File: src/rtl/temp_ascii_fmt.sv
// Formats one signed LTC2986 temperature sample as "+dddd.fff\r\n" and streams it byte by byte to the UART.
// Define TEMP_FMT_FAULT_EN to append " Fxx" (hex fault byte) before CR/LF.
module temp_ascii_fmt #(
  parameter int FRAC_BITS    = 10,
  parameter int BUSY_TIMEOUT = 16
) (
  input  logic        clk,
  input  logic        reset,
  input  logic [23:0] temp_raw,
  input  logic [7:0]  temp_fault,
  input  logic        temp_valid,
  input  logic        uart_busy,
  output logic        uart_start,
  output logic [7:0]  uart_data,
  output logic        fmt_busy,
  output logic        frame_done,
  output logic [7:0]  drop_cnt
);

  localparam int INT_BITS = 23 - FRAC_BITS;
  localparam int FRAC_W   = 10;
  localparam int PROD_W   = FRAC_BITS + 10;
  localparam int CONV_CYC = (INT_BITS > FRAC_W) ? INT_BITS : FRAC_W;
  localparam int TO_W     = $clog2(BUSY_TIMEOUT + 1);
`ifdef TEMP_FMT_FAULT_EN
  localparam logic [3:0] LAST_IDX = 4'd14;
`else
  localparam logic [3:0] LAST_IDX = 4'd10;
`endif

  typedef enum logic [2:0] {S_IDLE, S_LOAD, S_CONV, S_SEND, S_WAIT_HI, S_WAIT_LO} state_t;

  state_t              state_q, state_d;
  logic [23:0]         cur_raw_q, cur_raw_d, pend_raw_q, pend_raw_d;
  logic [7:0]          cur_fault_q, cur_fault_d, pend_fault_q, pend_fault_d;
  logic                pend_vld_q, pend_vld_d;
  logic [7:0]          drop_q, drop_d;
  logic                neg_q, neg_d;
  logic [INT_BITS-1:0] int_bin_q, int_bin_d;
  logic [FRAC_W-1:0]   frac_bin_q, frac_bin_d;
  logic [15:0]         int_bcd_q, int_bcd_d;
  logic [11:0]         frac_bcd_q, frac_bcd_d;
  logic [3:0]          cnt_q, cnt_d, idx_q, idx_d;
  logic [TO_W-1:0]     to_q, to_d;
  logic                done_q, done_d;
  logic [22:0]         abs_mag, mag;
  logic [FRAC_W-1:0]   frac_val;
  logic [7:0]          frame_byte;

  function automatic logic [15:0] bcd_adj(input logic [15:0] b);
    logic [15:0] r;
    r = b;
    for (int i = 0; i < 4; i++)
      if (r[4*i +: 4] > 4'd4) r[4*i +: 4] = r[4*i +: 4] + 4'd3;
    return r;
  endfunction

`ifdef TEMP_FMT_FAULT_EN
  function automatic logic [7:0] hex_ascii(input logic [3:0] n);
    return (n < 4'd10) ? (8'h30 + {4'd0, n}) : (8'h37 + {4'd0, n});
  endfunction
`else
  logic unused_fault;
  assign unused_fault = ^cur_fault_q;
`endif

  // -2^23 has no positive 24-bit counterpart, so it clamps to the largest magnitude.
  always_comb begin
    abs_mag  = cur_raw_q[23] ? (~cur_raw_q[22:0] + 23'd1) : cur_raw_q[22:0];
    mag      = (cur_raw_q == 24'h800000) ? 23'h7FFFFF : abs_mag;
    frac_val = FRAC_W'((PROD_W'(mag[FRAC_BITS-1:0]) * PROD_W'(1000)) >> FRAC_BITS);
  end

  always_comb begin
    frame_byte = 8'h00;
    case (idx_q)
      4'd0:    frame_byte = neg_q ? 8'h2D : 8'h2B;
      4'd1:    frame_byte = {4'h3, int_bcd_q[15:12]};
      4'd2:    frame_byte = {4'h3, int_bcd_q[11:8]};
      4'd3:    frame_byte = {4'h3, int_bcd_q[7:4]};
      4'd4:    frame_byte = {4'h3, int_bcd_q[3:0]};
      4'd5:    frame_byte = 8'h2E;
      4'd6:    frame_byte = {4'h3, frac_bcd_q[11:8]};
      4'd7:    frame_byte = {4'h3, frac_bcd_q[7:4]};
      4'd8:    frame_byte = {4'h3, frac_bcd_q[3:0]};
`ifdef TEMP_FMT_FAULT_EN
      4'd9:    frame_byte = 8'h20;
      4'd10:   frame_byte = 8'h46;
      4'd11:   frame_byte = hex_ascii(cur_fault_q[7:4]);
      4'd12:   frame_byte = hex_ascii(cur_fault_q[3:0]);
      4'd13:   frame_byte = 8'h0D;
      4'd14:   frame_byte = 8'h0A;
`else
      4'd9:    frame_byte = 8'h0D;
      4'd10:   frame_byte = 8'h0A;
`endif
      default: frame_byte = 8'h00;
    endcase
  end

  always_comb begin
    state_d      = state_q;
    cur_raw_d    = cur_raw_q;
    cur_fault_d  = cur_fault_q;
    pend_vld_d   = pend_vld_q;
    pend_raw_d   = pend_raw_q;
    pend_fault_d = pend_fault_q;
    drop_d       = drop_q;
    neg_d        = neg_q;
    int_bin_d    = int_bin_q;
    frac_bin_d   = frac_bin_q;
    int_bcd_d    = int_bcd_q;
    frac_bcd_d   = frac_bcd_q;
    cnt_d        = cnt_q;
    idx_d        = idx_q;
    to_d         = to_q;
    done_d       = 1'b0;

    case (state_q)
      S_IDLE: begin
        if (pend_vld_q) begin
          cur_raw_d   = pend_raw_q;
          cur_fault_d = pend_fault_q;
          pend_vld_d  = 1'b0;
          state_d     = S_LOAD;
        end else if (temp_valid) begin
          cur_raw_d   = temp_raw;
          cur_fault_d = temp_fault;
          state_d     = S_LOAD;
        end
      end
      S_LOAD: begin
        neg_d      = cur_raw_q[23];
        int_bin_d  = mag[22:FRAC_BITS];
        frac_bin_d = frac_val;
        int_bcd_d  = '0;
        frac_bcd_d = '0;
        cnt_d      = '0;
        state_d    = S_CONV;
      end
      S_CONV: begin
        int_bcd_d = (bcd_adj(int_bcd_q) << 1) | 16'(int_bin_q[INT_BITS-1]);
        int_bin_d = int_bin_q << 1;
        // The fraction needs fewer shifts; it simply stops once its bits are consumed.
        if (cnt_q < 4'(FRAC_W)) begin
          frac_bcd_d = 12'((bcd_adj({4'd0, frac_bcd_q}) << 1) | 16'(frac_bin_q[FRAC_W-1]));
          frac_bin_d = frac_bin_q << 1;
        end
        cnt_d = cnt_q + 4'd1;
        if (cnt_q == 4'(CONV_CYC - 1)) begin
          idx_d   = '0;
          state_d = S_SEND;
        end
      end
      S_SEND: begin
        to_d    = '0;
        state_d = S_WAIT_HI;
      end
      S_WAIT_HI: begin
        if (uart_busy || to_q == TO_W'(BUSY_TIMEOUT - 1)) state_d = S_WAIT_LO;
        else to_d = to_q + 1'b1;
      end
      S_WAIT_LO: begin
        if (!uart_busy) begin
          if (idx_q == LAST_IDX) begin
            done_d  = 1'b1;
            state_d = S_IDLE;
          end else begin
            idx_d   = idx_q + 4'd1;
            state_d = S_SEND;
          end
        end
      end
      default: state_d = S_IDLE;
    endcase

    // In IDLE the slot is being drained this cycle, so refilling it is not a drop.
    if (temp_valid && (state_q != S_IDLE || pend_vld_q)) begin
      pend_raw_d   = temp_raw;
      pend_fault_d = temp_fault;
      pend_vld_d   = 1'b1;
      if (pend_vld_q && state_q != S_IDLE && drop_q != 8'hFF) drop_d = drop_q + 8'd1;
    end
  end

  always_ff @(posedge clk or negedge reset) begin
    if (!reset) begin
      state_q      <= S_IDLE;
      cur_raw_q    <= '0;
      cur_fault_q  <= '0;
      pend_vld_q   <= 1'b0;
      pend_raw_q   <= '0;
      pend_fault_q <= '0;
      drop_q       <= '0;
      neg_q        <= 1'b0;
      int_bin_q    <= '0;
      frac_bin_q   <= '0;
      int_bcd_q    <= '0;
      frac_bcd_q   <= '0;
      cnt_q        <= '0;
      idx_q        <= '0;
      to_q         <= '0;
      done_q       <= 1'b0;
    end else begin
      state_q      <= state_d;
      cur_raw_q    <= cur_raw_d;
      cur_fault_q  <= cur_fault_d;
      pend_vld_q   <= pend_vld_d;
      pend_raw_q   <= pend_raw_d;
      pend_fault_q <= pend_fault_d;
      drop_q       <= drop_d;
      neg_q        <= neg_d;
      int_bin_q    <= int_bin_d;
      frac_bin_q   <= frac_bin_d;
      int_bcd_q    <= int_bcd_d;
      frac_bcd_q   <= frac_bcd_d;
      cnt_q        <= cnt_d;
      idx_q        <= idx_d;
      to_q         <= to_d;
      done_q       <= done_d;
    end
  end

  assign uart_start = (state_q == S_SEND);
  assign uart_data  = uart_start ? frame_byte : 8'h00;
  assign fmt_busy   = (state_q != S_IDLE);
  assign frame_done = done_q;
  assign drop_cnt   = drop_q;

endmodule
File: config.mk
export PLATFORM = sky130hd
export DESIGN_NAME = temp_ascii_fmt
export DESIGN_NICKNAME = d
export VERILOG_FILES = /design/src/rtl/temp_ascii_fmt.sv
export SDC_FILE = /design/constraint.sdc
export NUM_CORES = 1
export LEC_CHECK = 0
export CORE_ASPECT_RATIO = 1.75
export CORE_UTILIZATION = 45
export CTS_CLUSTER_SIZE = 16
export DETAILED_ROUTE_END_ITERATION = 7
export MAX_ROUTING_LAYER = met4
export PLACE_DENSITY = 0.65
export REMOVE_ABC_BUFFERS = 1
export SLEW_MARGIN = 5
export SYNTH_ARGS = -nofsm -noshare
export SYNTH_HDL_FRONTEND = slang
export SYNTH_SLANG_ARGS = --single-unit
File: constraint.sdc
create_clock -name clk -period 11 [get_ports clk]
set_input_delay 1.1 -clock clk [delete_from_list [all_inputs] [get_ports clk]]
set_output_delay 1.1 -clock clk [all_outputs]
set_load 0.03 [all_outputs]
# Word level (Yosys, flattened, before mapping)
# Cells that the tools add are included.
[op_classes]
addsub = 12
multipliers = 1
order_cmp = 8
n_eq_ne = 26
muxes = 49
n_bitwise = 3
n_reduce_logical = 19
[ops]
columns = ["cell", "n"]
rows = [
  ["6-bit one-hot mux with 11 select lines", 1],
  ["4-bit two-way mux", 15],
  ["24-bit two-way mux", 2],
  ["23-bit two-way mux", 2],
  ["3-bit two-way mux", 11],
  ["16-bit one-hot mux with 2 select lines", 1],
  ["4-bit by 3-bit greater-than comparator with 1-bit output (second input constant)", 7],
  ["13-bit one-hot mux with 2 select lines", 1],
  ["24-bit == test (second input constant)", 1],
  ["12-bit one-hot mux with 2 select lines", 1],
  ["23-bit by 1-bit adder with 23-bit output (second input constant)", 1],
  ["23-bit NOT", 1],
  ["4-bit by 2-bit adder with 4-bit output (second input constant)", 5],
  ["10-bit one-hot mux with 2 select lines", 1],
  ["3-bit one-hot mux with 6 select lines", 1],
  ["10-bit by 7-bit multiplier with 17-bit output (second input constant)", 1],
  ["4-bit by 3-bit == test with 1-bit output (second input constant)", 4],
  ["4-bit == test (second input constant)", 4],
  ["16-bit by 1-bit OR with 16-bit output", 1],
  ["4-bit one-hot mux with 2 select lines", 2],
  ["12-bit two-way mux", 1],
  ["2-bit inequality test (second input constant)", 6],
  ["12-bit by 1-bit OR with 12-bit output", 1],
  ["10-bit two-way mux", 1],
  ["26 further kinds", 46],
]
[totals]
ff_bits = 126
inputBits = 36
wordCells = 132

# Logic depth before layout (Yosys ltp)
# Gate-level depths: netlist of run 1.
[depth]
depth_word = 7
mapped_depth = 25
ltp_nobuf = 24

# Least setup slack after synthesis of run 1
# Ideal clock, no wire load.
[synth_path]
path_type = "register -> register"
from = "reg cur_raw_q[0]"
to = "reg frac_bin_q[7]"
setup_time_ns = 0.132
arrival_ns = 6.480
required_ns = 10.868
path_slack_ns = 4.388
stages_incl_launch_ff = 26
path_buffers = 1
synth_period_minus_slack_ns = 6.612
path_cell_list = "dfrtp_1 -> inv_1 -> ha_1 -> or4b_4 -> or3_1 -> nand2b_1 -> or2_1 -> clkbuf_1 -> nand2_1 -> inv_1 -> fa_1 -> xnor2_1 -> ha_1 -> inv_1 -> fa_1 -> inv_1 -> fa_1 -> ha_1 -> a21o_1 -> a211oi_1 -> o221ai_4 -> a41oi_4 -> nor2_1 -> a2111oi_2 -> mux2i_1 -> o21ai_1"
[synth_via]
elab_chain_cells = 6
word_cells_on_any_way = 7
[synth_lines]
columns = ["element", "line_no", "rtl"]
rows = [
  ["start: declaration", "34", "logic [23:0] cur_raw_q, cur_raw_d, pend_raw_q, pend_raw_d;"],
  ["start signal: assignment", "206", "cur_raw_q <= cur_raw_d;"],
  ["23-bit NOT", "69", "abs_mag = cur_raw_q[23] ? (~cur_raw_q[22:0] + 23'd1) : cur_raw_q[22:0];"],
  ["23-bit by 1-bit adder with 23-bit output", "69", ""],
  ["23-bit two-way mux", "69", ""],
  ["23-bit two-way mux *", "70", "mag = (cur_raw_q == 24'h800000) ? 23'h7FFFFF : abs_mag;"],
  ["10-bit by 7-bit multiplier with 17-bit output *", "71", "frac_val = FRAC_W'((PROD_W'(mag[FRAC_BITS-1:0]) * PROD_W'(1000)) >> FRAC_BITS);"],
  ["10-bit one-hot mux with 2 select lines *", "119", "case (state_q)"],
  ["end signal: assignment", "214", "frac_bin_q <= frac_bin_d;"],
  ["end: declaration", "40", "logic [FRAC_W-1:0] frac_bin_q, frac_bin_d;"],
]
# Every way passes the cells marked *; elsewhere a longest branch is shown, timed or not.
# A chain may end at the register's enable or synchronous reset.

# Final worst setup path of run 1
# Ends and elaborated chain as after synthesis.

==> impl_metrics.toml, run 1 <==
[status]
status = "finished, final reports clean"

[floorplanning]
die_y_um = 182
io_pins = 55
die_w_um = 105
start_util = 0.459
row_count = 65
coreArea_um2 = 18100
die_area_um2 = 19000

[worst_setup_path]
crit-reg2reg-launch = "cur_raw_q[0]"
cp_slowest_cell = "fa_1"
crit_top_cell = "inv_1"
required_ns = 11.28
crit_chain = "inv_1 > ha_1 > or4b_4 > or3_1 > nand2b_1 > or2_1 > nand2_1 > inv_1 > fa_1 > xnor2_1 > ha_1 > inv_1 > fa_1 > inv_1 > fa_1 > ha_1 > a21o_1 > a211oi_1 > o221ai_4 > a41oi_4 > nor2_1 > a2111oi_2 > mux2i_1 > o21ai_1"
path_class = "register to register"
cp-end-kind = "register"
cp_slowest_stage_delay_ns = 0.53
r2r_setup_slack_ns = 3.82
worstSetupStartpoint = "cur_raw_q[0]"
critPathArrivalTime_ns = 7.47
cp-start-kind = "register"
critPathMaxFanout = 13

[logic_synthesis]
avgSynthCellArea_um2 = 9.60
yosysSeqAreaShare = 0.381
yosys.area.top_type = "dfrtp_1"
yosysUniqueCellTypes = 59
synth_top_area_frac = 0.381
synthFlopType = "dfrtp_1"
synthArstFlopShare = 1.00
synth_area_leaders = "dfrtp_1 (38%), ha_1 (8.8%), fa_1 (6.8%), a21oi_1 (4.2%), mux2i_1 (4.0%)"
synth_edf_count = 0
syn_area_um2 = 8290
yosys_warnings = 0
ys_ff_latch = 126
syn_inst = 863

[cells_and_area]
mostFrequentLayoutCells = "dfrtp_1 (126), inv_1 (74), a21oi_1 (69)"
antenna_cells = 0
layout_commonest_cell = "dfrtp_1"
area_growth_pct = 14.6
drive_above_1_share = 0.0843
nets = 1012

[route]
route.detailed.drc = 0
via_per_inst = 5.44
avgRoutedWirePerCell_um = 14.6
antenna_left = 0
wirelength_um = 16600
vias = 6184
drtIter0Drc = 266
dr.pass1.iters = 6

[clock_tree]
cts_buffers = 17
cts_tree = "built"
post_cts_buffers = 0
clock-sinks = 126
holdBufCountCts = 0
cts_root_buffer = "clkbuf_16"
clk_pin_slew_worst_paths_ns = 0.06
clock_latency_ns = 0.41
post_cts_resized = 0
cts.path.max_buffers = 2
cts-htree-levels = 4

[global_routing]
grt_antenna_before_repair = 0
grt_max_degree = 83
grt_pass1_vias = 6163
grt_pass1_wl_um = 29300
overflow = 0
grt_use_total = 0.196

[sta]
layout_min_cycle_time_ns = 7.18
maxSlewHeadroom = 0.321
rsz0062_at_grt = "false"
finalHoldViolCount = 0
setup-tns-final_ns = 0
skew_ns = 0.00706
slew_viol_final = 0
timing.final.crit_share = 0.653
max_freq_ghz = 0.139
setup_viol = 0
worst_slew_pin_slew_ns = 1.02

[placement]
routabilityCongestion = 0.864
portBuffers = 44
hpwl_um = 12100

[flow_run]
cap_violations = 0

[min_path]
worstHoldStart = "frac_bin_q[9]"
worstHoldPathType = "register to register"
-- worst max-delay path: cells and delay by family (launching register included) --
family	cells	cell delay, ns
xor+xnor	1	0.15
buf+inv	4	0.30
flops	1	0.43
simple gates	6	1.99
fa+ha+maj	6	2.28
compound gates	6	1.65
mux	1	0.24
-- Yosys cell counts, drive strengths merged, types with 9 or more instances --
cell,number
dfrtp,126
inv,74
a21oi,69
o21ai,68
nor2,66
nand2,60
ha,58
clkbuf,38
mux2i,33
fa,28
mux2,28
nand3,24
xor2,22
xnor2,21
a22oi,13
o22ai,13
nor3,12
o31ai,12
a32o,9
-- metal layers --
layer,vias to the layer above,wire (um),GRT usage
met3,19,305,0.0316
met5,-,0,-
met4,0,314,0.0693
met1,3007,6860,0.217
li1,3089,-,-
met2,69,9160,0.354
-- flip-flops by register name (all words and copies together) (netlist names) --
| signal | flops |
|---|---|
| int_bcd_q | 16 |
| pend_raw_q | 24 |
| frac_bcd_q | 12 |
| frac_bin_q | 10 |
| pend_vld_q | 1 |
| frame_done | 1 |
| idx_q | 4 |
| neg_q | 1 |
| int_bin_q | 13 |
| to_q | 5 |
| state_q | 3 |
| cnt_q | 4 |
| cur_raw_q | 24 |
| drop_cnt | 8 |
-- final timing paths --
check                                endpoint  depth (start not counted)
worst max-delay path            frac_bin_q[7]                         24
worst min-delay path            frac_bcd_q[0]                          2
worst max register to register  frac_bin_q[7]                         24
worst min register to register  frac_bcd_q[0]                          2
max in group asynchronous       pend_raw_q[5]                          2
min in group asynchronous          frame_done                          1
-- layout make-up --
class                           instances  area (um^2)
Clock buffer                           21          460
Clock inverter                         10          115
Fill cell                            1713         8560
Inverter                               74          278
Multi-Input combinational cell        620         4700
Sequential cell                       126         3150
Tap cell                              234          293
Timing Repair Buffer                   51          490
-- through the flow --
| stage | area (um^2) | hold slack (ns) | setup WS, ns | util | cells |
|---|---|---|---|---|---|
| 2_1_floorplan | 8120 | 0.449 | 4.46 | - | 820 |
| 3_3_place_gp | 8920 | 0.463 | 3.83 | 0.494 | 1105 |
| 3_5_place_dp | 8920 | 0.469 | 3.82 | 0.494 | 1105 |
| 4_1_cts | 9490 | 0.482 | 3.76 | 0.526 | 1136 |
| 5_1_grt | 9490 | 0.508 | 3.41 | 0.526 | 1136 |
| 6_report | 9490 | 0.479 | 3.82 | 0.526 | 1136 |
-- logic make-up (layout without fill, tap and decap cells) --
kind of cell,Yosys count,after routing,share of synthesized area
compound gates,224,224,0.172
simple gates,203,203,0.113
flops,126,126,0.381
buf+inv,118,156,0.0544
fa+ha+maj,87,87,0.156
mux,61,61,0.0779
xor+xnor,43,43,0.0455
other cells,1,2,0.000453
Power of run 1 is not shown: default switching activity piles up to over one toggle a cycle in this logic, so the estimate is an artifact.
==> inputs of run 2 (changes only) <==
Clock period 11 ns to 7.2 ns, I/O delays scaled along.
==> impl_metrics.toml, run 2 (synthesis results as in run 1) <==
[route]
dr.pass1.iters = 4
route.detailed.drc = 0
drtIter0Drc = 194
wirelength_um = 16900
vias = 6263
avgRoutedWirePerCell_um = 14.8
antenna_left = 0
via_per_inst = 5.49

[worst_setup_path]
required_ns = 7.49
cp.depth = 24
reg2regPathDepth = 24
crit_chain = "inv_1 > ha_1 > or4b_4 > or3_1 > nand2b_1 > or2_1 > nand2_1 > inv_1 > fa_1 > xnor2_1 > ha_1 > inv_1 > fa_1 > inv_1 > fa_1 > ha_1 > a21o_1 > a211oi_1 > o221ai_4 > a41oi_4 > nor2_1 > a2111oi_4 > mux2i_1 > o21ai_1"
cp-start-kind = "register"
critPathMaxFanout = 10
r2r_setup_slack_ns = 0.36
cp-end-kind = "register"
cp_slowest_stage_delay_ns = 0.51
critPathBufInv = 4
cp_slowest_cell = "or4b_4"
critical-path-top-delay-family = "adder cells"
path_class = "register to register"
critPathArrivalTime_ns = 7.14
crit_top_cell = "inv_1"

[clock_tree]
cts-htree-levels = 4
clock_latency_ns = 0.42
cts_root_buffer = "clkbuf_16"
clock-sinks = 126
clk_pin_slew_worst_paths_ns = 0.06
cts.path.max_buffers = 2
cts_tree = "built"
holdBufCountCts = 0
cts_buffers = 17

[global_routing]
grt_pass1_wl_um = 29300
grt_antenna_before_repair = 0
grt_max_degree = 75
grt_use_total = 0.196
grt_pass1_vias = 6250
overflow = 0

[floorplanning]
coreArea_um2 = 18100
row_count = 65
die_w_um = 105
io_pins = 55
die_y_um = 182
die_area_um2 = 19000
start_util = 0.459

[sta]
rsz0062_at_grt = "false"
layout_min_cycle_time_ns = 6.84
finalHoldViolCount = 0
timing.final.crit_share = 0.950
slew_viol_final = 0
worst_slew_pin_slew_ns = 0.932
setup-tns-final_ns = 0
skew_ns = 0.0130
setup_viol = 0
max_freq_ghz = 0.146
maxSlewHeadroom = 0.379
worst_hold_slack_ns = 0.415

[placement]
routabilityCongestion = 0.835
portBuffers = 44
hpwl_um = 12300
place_area_um2 = 8950
placed_cells = 1109

[min_path]
worstHoldPathType = "primary input to async pin"

[cells_and_area]
fillers = 1659
reg_top3 = "cur_raw_q x24, pend_raw_q x24, int_bcd_q x16"
instances_no_fill = 1141
drive_above_1_share = 0.0915
antenna_cells = 0
layout_commonest_cell = "dfrtp_1"
design_area_um2 = 9560
mostFrequentLayoutCells = "dfrtp_1 (126), inv_1 (74), a21oi_1 (69)"
nets = 1016
area_growth_pct = 15.4

[status]
status = "finished, final reports clean"

[flow_run]
cap_violations = 0
==> run 2: cell count changes in the layout (fill, tap and decap cells not counted), sizes merged <==
cell,delta
buf,+4
inv,+5
clkinv,-2
clkbuf,-2
==> run 2: cell type report <==
type,count,area (um^2),area share
Multi-Input combinational cell,620,4720,0.493
Sequential cell,126,3150,0.330
Timing Repair Buffer,55,520,0.0545
Clock buffer,19,443,0.0463
Tap cell,234,293,0.0306
Inverter,74,278,0.0291
Clock inverter,13,155,0.0162
==> run 2: worst register-to-register path, delay by kind of cell, from the launching register on <==
family,cells,cell delay [ns]
DFF,1,0.43
muxes,1,0.23
AOI/OAI and AO/OA,6,1.49
buffers and inverters,4,0.29
xor gates and xnor gates,1,0.15
adders and majority gates,6,2.22
and+or+nand+nor,6,1.89
==> run 2: what timing repair did <==
item / CTS / global route
endpoints found under the setup margin: 0 / 2
setup buffers: 0 / 0
resized for setup: 0 / 2
==> run 2: final timing paths <==
path,startpoint,endpoint
max,cur_raw_q[0],frac_bin_q[7]
min,reset,frame_done
max reg2reg,cur_raw_q[0],frac_bin_q[7]
min reg2reg,int_bin_q[7],int_bin_q[8]
max in group asynchronous,reset,pend_raw_q[3]
min in group clk,int_bin_q[7],int_bin_q[8]
==> run 2: per-layer routing <==
layer | track usage | wire length (um) | vias to the layer above
met5 | - | 0 | -
met4 | 0.0715 | 333 | 0
met3 | 0.0266 | 333 | 24
met2 | 0.360 | 9420 | 85
met1 | 0.213 | 6770 | 3056
li1 | - | - | 3098
==> run 2: stage by stage <==
stage / utilization / worst slack, ns
floorplan: - / 0.659
global placement: 0.495 / 0.361
detailed placement: 0.495 / 0.249
CTS: 0.529 / 0.234
global route: 0.529 / 0.0514
finish: 0.529 / 0.358
Power of run 2 is left out for the same reason.
